===== src/rtl/reg_op_sequencer_if.sv =====
// Control/handshake bundle between the op sequencer and the bus datapath.
// The sequencer side uses 'master'; the datapath (or a bench) uses 'slave'.
interface reg_op_sequencer_if #(
  parameter int DATA_W   = 32,
  parameter int NUM_REGS = 16,
  parameter int OPC_W    = 5
);
  logic                start;
  logic [DATA_W-1:0]   ir_q;
  logic                mem_rdy;
  logic                alu_multi;
  logic                alu_done;
  logic                PCout;
  logic                PCin;
  logic                MARin;
  logic                MDRin;
  logic                MDRout;
  logic                IRin;
  logic                Yin;
  logic                Zin;
  logic                Zlowout;
  logic                IncPC;
  logic [NUM_REGS-1:0] Rin;
  logic [NUM_REGS-1:0] Rout;
  logic [OPC_W-1:0]    alu_sel;
  logic                busy;
  logic                done;
  logic                err;
  logic [3:0]          state;

  modport master (
    input  start, ir_q, mem_rdy, alu_multi, alu_done,
    output PCout, PCin, MARin, MDRin, MDRout, IRin, Yin, Zin, Zlowout, IncPC,
    output Rin, Rout, alu_sel, busy, done, err, state
  );

  modport slave (
    output start, ir_q, mem_rdy, alu_multi, alu_done,
    input  PCout, PCin, MARin, MDRin, MDRout, IRin, Yin, Zin, Zlowout, IncPC,
    input  Rin, Rout, alu_sel, busy, done, err, state
  );
endinterface


===== src/rtl/reg_op_sequencer.sv =====
// Fetch + register-register execute sequencer for the single-bus datapath.
// State, error flag and fetch wait counter are registered; strobes decode the state.
module reg_op_sequencer #(
  parameter int DATA_W      = 32,
  parameter int NUM_REGS    = 16,
  parameter int REG_IDX_W   = 4,
  parameter int OPC_W       = 5,
  parameter int MEM_TIMEOUT = 15,
  parameter int CONTINUOUS  = 0
) (
  input  logic                  clk_i,
  input  logic                  rst_n_i,
  reg_op_sequencer_if.master    bus_io
);

  typedef enum logic [3:0] {
    S_IDLE = 4'd0,
    S_T0,
    S_T1,
    S_T2,
    S_T3,
    S_T4,
    S_T5,
    S_DONE
  } state_e;

  localparam int RA_HI = DATA_W - OPC_W - 1;
  localparam int RB_HI = RA_HI - REG_IDX_W;
  localparam int RC_HI = RB_HI - REG_IDX_W;

  state_e               state_q;
  logic                 err_q;
  logic [7:0]           wait_q;

  logic [OPC_W-1:0]     opc;
  logic [REG_IDX_W-1:0] ra;
  logic [REG_IDX_W-1:0] rb;
  logic [REG_IDX_W-1:0] rc;
  logic                 idx_ok;
  logic [NUM_REGS-1:0]  ra_hot;
  logic [NUM_REGS-1:0]  rb_hot;
  logic [NUM_REGS-1:0]  rc_hot;

  assign opc = bus_io.ir_q[DATA_W-1 -: OPC_W];
  assign ra  = bus_io.ir_q[RA_HI -: REG_IDX_W];
  assign rb  = bus_io.ir_q[RB_HI -: REG_IDX_W];
  assign rc  = bus_io.ir_q[RC_HI -: REG_IDX_W];

  assign idx_ok = (32'(ra) < NUM_REGS) && (32'(rb) < NUM_REGS) && (32'(rc) < NUM_REGS);

  // Out-of-range indices match no bit, so the one-hot vectors are simply zero.
  for (genvar gi = 0; gi < NUM_REGS; gi++) begin : g_hot
    assign ra_hot[gi] = (32'(ra) == gi);
    assign rb_hot[gi] = (32'(rb) == gi);
    assign rc_hot[gi] = (32'(rc) == gi);
  end

  always_ff @(posedge clk_i or negedge rst_n_i) begin
    if (!rst_n_i) begin
      state_q <= S_IDLE;
      err_q   <= 1'b0;
      wait_q  <= 8'd0;
    end else begin
      case (state_q)
        S_IDLE: begin
          if (bus_io.start) begin
            state_q <= S_T0;
            err_q   <= 1'b0;
          end
        end
        S_T0: begin
          state_q <= S_T1;
          wait_q  <= 8'd0;
        end
        S_T1: begin
          if (bus_io.mem_rdy) begin
            state_q <= S_T2;
          end else if (wait_q == 8'(MEM_TIMEOUT - 1)) begin
            state_q <= S_DONE;
            err_q   <= 1'b1;
          end else begin
            wait_q  <= wait_q + 8'd1;
          end
        end
        S_T2: state_q <= S_T3;
        S_T3: begin
          if (idx_ok) begin
            state_q <= S_T4;
          end else begin
            state_q <= S_DONE;
            err_q   <= 1'b1;
          end
        end
        S_T4: begin
          if (!bus_io.alu_multi || bus_io.alu_done) state_q <= S_T5;
        end
        S_T5: state_q <= S_DONE;
        S_DONE: begin
          if ((CONTINUOUS != 0) && bus_io.start) begin
            state_q <= S_T0;
            err_q   <= 1'b0;
          end else begin
            state_q <= S_IDLE;
          end
        end
        default: state_q <= S_IDLE;
      endcase
    end
  end

  always_comb begin
    bus_io.PCout   = 1'b0;
    bus_io.PCin    = 1'b0;
    bus_io.MARin   = 1'b0;
    bus_io.MDRin   = 1'b0;
    bus_io.MDRout  = 1'b0;
    bus_io.IRin    = 1'b0;
    bus_io.Yin     = 1'b0;
    bus_io.Zin     = 1'b0;
    bus_io.Zlowout = 1'b0;
    bus_io.IncPC   = 1'b0;
    bus_io.Rin     = '0;
    bus_io.Rout    = '0;
    bus_io.alu_sel = '0;
    bus_io.done    = 1'b0;
    case (state_q)
      S_T0: begin
        bus_io.PCout = 1'b1;
        bus_io.MARin = 1'b1;
        bus_io.IncPC = 1'b1;
        bus_io.Zin   = 1'b1;
      end
      S_T1: begin
        bus_io.Zlowout = 1'b1;
        bus_io.PCin    = 1'b1;
        bus_io.MDRin   = 1'b1;
      end
      S_T2: begin
        bus_io.MDRout = 1'b1;
        bus_io.IRin   = 1'b1;
      end
      S_T3: begin
        if (idx_ok) begin
          bus_io.Rout = rb_hot;
          bus_io.Yin  = 1'b1;
        end
      end
      S_T4: begin
        bus_io.Rout    = rc_hot;
        bus_io.Zin     = 1'b1;
        bus_io.alu_sel = opc;
      end
      S_T5: begin
        bus_io.Zlowout = 1'b1;
        bus_io.Rin     = ra_hot;
      end
      S_DONE: bus_io.done = 1'b1;
      default: ;
    endcase
  end

  assign bus_io.busy  = (state_q != S_IDLE);
  assign bus_io.err   = err_q;
  assign bus_io.state = state_q;

endmodule


===== src/flat_wrapper.sv =====
// flat-port wrapper written by rule: the top's interface ports become plain ports
module reg_op_sequencer_flat 
#(
  parameter int DATA_W      = 32,
  parameter int NUM_REGS    = 16,
  parameter int REG_IDX_W   = 4,
  parameter int OPC_W       = 5,
  parameter int MEM_TIMEOUT = 15,
  parameter int CONTINUOUS  = 0
)
  (clk_i, rst_n_i, bus_io_start, bus_io_ir_q, bus_io_mem_rdy, bus_io_alu_multi, bus_io_alu_done, bus_io_PCout, bus_io_PCin, bus_io_MARin, bus_io_MDRin, bus_io_MDRout, bus_io_IRin, bus_io_Yin, bus_io_Zin, bus_io_Zlowout, bus_io_IncPC, bus_io_Rin, bus_io_Rout, bus_io_alu_sel, bus_io_busy, bus_io_done, bus_io_err, bus_io_state);
  reg_op_sequencer_if #(.DATA_W(DATA_W), .NUM_REGS(NUM_REGS), .OPC_W(OPC_W)) bus_io_i ();
  input  logic clk_i;
  input  logic rst_n_i;
  input wire logic [$bits(bus_io_i.start)-1:0] bus_io_start;
  input wire logic [$bits(bus_io_i.ir_q)-1:0] bus_io_ir_q;
  input wire logic [$bits(bus_io_i.mem_rdy)-1:0] bus_io_mem_rdy;
  input wire logic [$bits(bus_io_i.alu_multi)-1:0] bus_io_alu_multi;
  input wire logic [$bits(bus_io_i.alu_done)-1:0] bus_io_alu_done;
  output wire logic [$bits(bus_io_i.PCout)-1:0] bus_io_PCout;
  output wire logic [$bits(bus_io_i.PCin)-1:0] bus_io_PCin;
  output wire logic [$bits(bus_io_i.MARin)-1:0] bus_io_MARin;
  output wire logic [$bits(bus_io_i.MDRin)-1:0] bus_io_MDRin;
  output wire logic [$bits(bus_io_i.MDRout)-1:0] bus_io_MDRout;
  output wire logic [$bits(bus_io_i.IRin)-1:0] bus_io_IRin;
  output wire logic [$bits(bus_io_i.Yin)-1:0] bus_io_Yin;
  output wire logic [$bits(bus_io_i.Zin)-1:0] bus_io_Zin;
  output wire logic [$bits(bus_io_i.Zlowout)-1:0] bus_io_Zlowout;
  output wire logic [$bits(bus_io_i.IncPC)-1:0] bus_io_IncPC;
  output wire logic [$bits(bus_io_i.Rin)-1:0] bus_io_Rin;
  output wire logic [$bits(bus_io_i.Rout)-1:0] bus_io_Rout;
  output wire logic [$bits(bus_io_i.alu_sel)-1:0] bus_io_alu_sel;
  output wire logic [$bits(bus_io_i.busy)-1:0] bus_io_busy;
  output wire logic [$bits(bus_io_i.done)-1:0] bus_io_done;
  output wire logic [$bits(bus_io_i.err)-1:0] bus_io_err;
  output wire logic [$bits(bus_io_i.state)-1:0] bus_io_state;
  assign bus_io_i.start = bus_io_start;
  assign bus_io_i.ir_q = bus_io_ir_q;
  assign bus_io_i.mem_rdy = bus_io_mem_rdy;
  assign bus_io_i.alu_multi = bus_io_alu_multi;
  assign bus_io_i.alu_done = bus_io_alu_done;
  assign bus_io_PCout = bus_io_i.PCout;
  assign bus_io_PCin = bus_io_i.PCin;
  assign bus_io_MARin = bus_io_i.MARin;
  assign bus_io_MDRin = bus_io_i.MDRin;
  assign bus_io_MDRout = bus_io_i.MDRout;
  assign bus_io_IRin = bus_io_i.IRin;
  assign bus_io_Yin = bus_io_i.Yin;
  assign bus_io_Zin = bus_io_i.Zin;
  assign bus_io_Zlowout = bus_io_i.Zlowout;
  assign bus_io_IncPC = bus_io_i.IncPC;
  assign bus_io_Rin = bus_io_i.Rin;
  assign bus_io_Rout = bus_io_i.Rout;
  assign bus_io_alu_sel = bus_io_i.alu_sel;
  assign bus_io_busy = bus_io_i.busy;
  assign bus_io_done = bus_io_i.done;
  assign bus_io_err = bus_io_i.err;
  assign bus_io_state = bus_io_i.state;
  reg_op_sequencer #(.DATA_W(DATA_W), .NUM_REGS(NUM_REGS), .REG_IDX_W(REG_IDX_W), .OPC_W(OPC_W), .MEM_TIMEOUT(MEM_TIMEOUT), .CONTINUOUS(CONTINUOUS)) u_core (.clk_i(clk_i), .rst_n_i(rst_n_i), .bus_io(bus_io_i));
endmodule

===== config.mk =====
export PLATFORM = sky130hd
export DESIGN_NAME = reg_op_sequencer_flat
export DESIGN_NICKNAME = d
export VERILOG_FILES = /design/src/rtl/reg_op_sequencer_if.sv /design/src/rtl/reg_op_sequencer.sv /design/src/flat_wrapper.sv
export SDC_FILE = /design/constraint.sdc
export NUM_CORES = 1
export LEC_CHECK = 0
export ABC_AREA = 1
export BUFFER_PORTS_ARGS = -buffer_cell sky130_fd_sc_hd__clkbuf_2
export CORE_ASPECT_RATIO = 0.5
export CORE_MARGIN = 2
export CORE_UTILIZATION = 41
export DETAILED_ROUTE_END_ITERATION = 6
export PLACE_DENSITY = 0.83
export SLEW_MARGIN = 20
export SYNTH_ARGS = -nofsm -noshare
export SYNTH_HDL_FRONTEND = slang
export SYNTH_SLANG_ARGS = --single-unit

===== constraint.sdc =====
create_clock -name clk_i -period 1.47 [get_ports clk_i]
set_input_delay 0.147 -clock clk_i [delete_from_list [all_inputs] [get_ports clk_i]]
set_output_delay 0.147 -clock clk_i [all_outputs]
set_load 0.05 [all_outputs]

==> impl_metrics.csv, run 1 <==
group,metric,value,unit
clock_network,cts_setup_buffers,6,
floorplanning,rows,14,
clock_network,cts.repair.resized,123,
yosys,synth_cells,222,
floorplanning,die_h,43.4,microns
yosys,synth-xor-area-share,2.06,%
yosys,seq_area_frac_synth,23.6,%
clock_network,hold_buffers,1,
clock_network,cts.sinks,12,
floorplanning,io_pins,92,
outcome,status,"did not finish",
yosys,synth_warnings,0,
clock_network,cts_root_buf,"clkbuf_8",
clock_network,cts_buffer_depth,2,
yosys,synth_seq_cells,12,
yosys,synth-compound-area-share,4.22,%
yosys,synth_area_per_cell,5.74,sq um
placement,gp_congestion,0.824,
clock_network,cts_buffers,3,
clock_network,h-tree-depth,1,
yosys,yosys-mux-area-fraction,0,%
floorplanning,start_util,42.8,%
yosys,synth_nets,262,
outcome,error,"[ERROR DPL-0033] detailed placement checks failed during check placement.",
yosys,synth-simple-area-share,52.8,%
yosys,synth_adder_area_share,1.96,%
yosys,ys_types,28,
placement,hpwl,3490,microns
placement,io_buffer_count,75,
yosys,synth_top_family_by_area,"simple AND/OR/NAND/NOR gates",
floorplanning,die-width,82.9,microns
outcome,stop_stage,"clock tree synthesis",
yosys,syn-cell-area,0.00127,sq mm
==> stage by stage <==
step                      std cells  instance area [sq um]  worst slack [ns]  hold WS [ns]  util, %
after floorplan                 222                   1760            -0.381        -0.149        -
after global placement          347                   2260            -0.336        0.0472     75.9
after detailed placement        347                   2260            -0.383        0.0468     75.9
==> logic make-up after synthesis <==
family                     Yosys count
DFF                                 12
and+or+nand+nor                    152
xor gates and xnor gates             3
buffers and inverters               43
other                                1
AOI/OAI and AO/OA                    9
adders and majority gates            2
==> Yosys cell counts (all sizes together) <==
cell type	count	area share (%)
a21oi	1	0.39
buf	9	5.0
clkbuf	1	0.39
conb	1	0.29
dfrtp	12	24
ha	2	2.0
inv	33	9.7
nand2	70	22
nand3	18	9.6
nand3b	1	0.59
nand4	2	0.98
nor2	58	18
nor3	3	1.2
o21ai	7	3.3
o22ai	1	0.49
xnor2	1	0.69
xor2	2	1.4
==> run 2: changes to the inputs <==
Settings changed: CORE_AREA set to 2 2 63 65, CORE_ASPECT_RATIO 0.5 to unset, CORE_MARGIN 2 to unset, CORE_UTILIZATION 41 to unset, DIE_AREA set to 0 0 65 67, PLACE_DENSITY 0.83 to unset, PLACE_DENSITY_LB_ADDON set to 0.15.
==> run 2 against run 1 <==
The flow now finishes, with violations (negative setup slack). Synthesized cell count is the same. Area after synthesis is the same.
==> impl_metrics.csv, run 2 <==
group,metric,value,unit
placement,gp_congestion,0.842,
critical_path,startpoint,"u_core.bus_io.state[1]$_DFFE_PN0P_",
yosys,synth_seq_cells,12,
cells_and_area,nFillCells,164,
yosys,synth_area_per_cell,5.74,sq um
yosys,synth_nets,262,
floorplanning,die-width,65,microns
critical_path,crit_fanout,6,
global_route,first_global_vias,1784,
yosys,synth.largest_area_cell,"dfrtp_1",
yosys,synth_common_cells,"nand2_1, nor2_1, inv_1",
sta,rsz0062_at_grt,"true",
cells_and_area,final_common_cell,"nor2_4",
global_route,grt_max_degree,13,
critical_path,critPathRequiredTime,1.32,ns
yosys,synth_cells,222,
yosys,synth_warnings,0,
power_and_ir_drop,vdd_drop_max,1060,uV
yosys,synth_top_flop_cell,"dfrtp_1",
global_route,overflow,0,
cells_and_area,instances_no_fill,369,
power_and_ir_drop,power.total,5.37,mW
cells_and_area,regMostFlops,"u_core.wait_q",
critical_path,critical_path.endpoint_type,"primary output",
placement,post_dp_cell_area,0.00238,sq mm
critical_path,timing.rr.end,"u_core.bus_io.err$_DFFE_PN0P_",
route,drtAntennaViolNets,0,
global_route,antenna_found_initial,0,
sta,fin_crit_sh,133,%
cells_and_area,finish.instance_area,0.00319,sq mm
cells_and_area,num_antenna_cells,0,
flow_run,cap_violations,0,
critical_path,cp.arrival,1.80,ns
cells_and_area,fin_nets,362,
critical_path,crit_end,"bus_io_Rout[10]",
clock_network,clkTransAtPathRegs,0.06,ns
clock_network,cts_buffer_depth,2,
cells_and_area,largest_reg_flops,8,
placement,hpwl,3380,microns
global_route,grt_use_total,27.3,%
yosys,synthArstFlopShare,100,%
clock_network,cts_root_buf,"clkbuf_8",
critical_path,slowest_stage,"dfrtp_4",
critical_path,critPathMostFrequentCell,"nand3_4",
critical_path,r2r-start,"u_core.bus_io.state[0]$_DFFE_PN0P_",
yosys,synth_area_leaders,"dfrtp_1, nand2_1, nor2_1",
clock_network,cts_tree,"built",
floorplanning,die-area,0.00436,sq mm
power_and_ir_drop,p_leak,1.47,nW
critical_path,reg2reg_depth,11,
outcome,status,"finished, violations left",
hold_path,hp-class,"input pin to register",
yosys,netlist.area_leader.share,23.6,%
cells_and_area,layout_common_cells,"nor2_4, nand2_1, buf_8, inv_1, clkbuf_2",
sta,finClkSkew,0.00583,ns
route,firstDrtPassIters,5,
floorplanning,rows,22,
global_route,grt_pass1_wl,8890,microns
clock_network,cts.sinks,12,
yosys,seq_area_frac_synth,23.6,%
sta,setup_violations,60,
sta,drv_slew,0,
critical_path,reg2reg_slack,-0.16,ns
sta,period_minus_slack,1.95,ns
floorplanning,die_h,67,microns
floorplanning,start_util,35.4,%
critical_path,startpoint_type,"register",
route,routedWlPerCell,18.2,microns
critical_path,critPathMaxStageDelay,0.50,ns
sta,final-hold-violation-count,0,
floorplanning,core_area,0.00361,sq mm
clock_network,cts_buffers,3,
route,wl,6720,microns
power_and_ir_drop,power-per-cell-area,1680,mW/mm^2
cells_and_area,areaGrowthSynthToFinish,151,%
yosys,syn-cell-area,0.00127,sq mm
sta,fmax,513,MHz
route,vias,1945,
hold_path,hp-start,"bus_io_alu_multi",
placement,dp_cells,356,
route,drt_iter0_markers,97,
yosys,synth_edf_count,0,
outcome,failed_checks,"negative setup slack",
sta,final.setup.worst_slack,-0.478,ns
route,drc,0,
yosys,ys_types,28,
critical_path,crit_chain,"inv_6 > nand3_4 > o21ai_4 > nand3_4 > nor2_4 > buf_12",
clock_network,h-tree-depth,1,
sta,whs,0.219,ns
cells_and_area,final_layout_size_suffix_gt1_share,65.4,%
yosys,yosysMostFrequentCell,"nand2_1",
critical_path,crit_type,"register to primary output",
placement,io_buffer_count,75,
route,vias_per_cell,5.27,
floorplanning,io_pins,92,
clock_network,clkLatencyLatePin,0.25,ns
==> run 2: critical path: cells and delay by family (launching register included) <==
family                 cells  cell delay [ns]
AOI/OAI and AO/OA          1             0.31
buffers and inverters      2             0.23
DFF                        1             0.50
and+or+nand+nor            3             0.50
==> run 2: cells by family (layout without fill, tap and decap cells) <==
logic type,after synthesis,count (layout),synth area share (%)
other,1,1,0.294
AND/OR/NAND/NOR,152,153,52.8
AO/OA/AOI/OAI,9,9,4.22
buffers and inverters,43,141,15.1
XOR/XNOR,3,3,2.06
flip-flops,12,12,23.6
adder cells (fa/ha/maj),2,2,1.96
==> run 2: layout make-up <==
class	count	area [sq um]	area share (%)
Clock buffer	4	55.1	1.72
Inverter	33	154	4.82
Multi-Input combinational cell	168	1420	44.6
Sequential cell	12	309	9.67
Tap cell	48	60.1	1.88
Timing Repair Buffer	104	1190	37.3
==> run 2: how the worst min path moves through the flow <==
stage / endpoint / slack (ns) / cells after the start
after floorplan: u_core.bus_io.err$_DFFE_PN0P_ / -0.15 / 0
after global placement: u_core.wait_q[2]$_DFFE_PN0P_ / 0.05 / 1
after detailed placement: u_core.wait_q[0]$_DFFE_PN0P_ / 0.05 / 1
after CTS: u_core.bus_io.state[0]$_DFFE_PN0P_ / 0.18 / 3
after global routing: u_core.bus_io.state[2]$_DFFE_PN0P_ / 0.23 / 3
final: u_core.bus_io.state[2]$_DFFE_PN0P_ / 0.22 / 3
==> run 2: timing repair <==
item	4_1_cts	5_1_grt
cloned	1	0
pin swaps	27	11
gates resized for setup	122	61
endpoints found under the hold margin	12	0
buffers inserted	6	2
hold buffers	1	0
endpoints found under the setup margin	57	60
==> run 2: through the flow <==
stage / setup slack (ns) / TNS [ns] / util, %
5_1_grt: -0.540 / -19.32 / 88.6
4_1_cts: -0.432 / -14.32 / 84.2
3_3_place_gp: -0.368 / -6.81 / 66.1
2_1_floorplan: -0.381 / -11.11 / -
3_5_place_dp: -0.398 / -7.88 / 66.1
6_report: -0.478 / -17.30 / 88.6
==> run 2: report_power, final <==
part	internal, mW	switching (mW)
clock	0.238	0.136
combinational	1.64	2.82
sequential	0.431	0.113
==> run 2: layer usage <==
| metal | track usage, % | up-vias | wire length [microns] |
|---|---|---|---|
| met3 | 4.56 | 43 | 426 |
| met2 | 53.6 | 112 | 3560 |
| met1 | 28.7 | 915 | 2340 |
| li1 | - | 875 | - |
| met5 | 0 | - | 0 |
| met4 | 10.4 | 0 | 388 |
No activity file was read; power rests on OpenSTA's default activity.
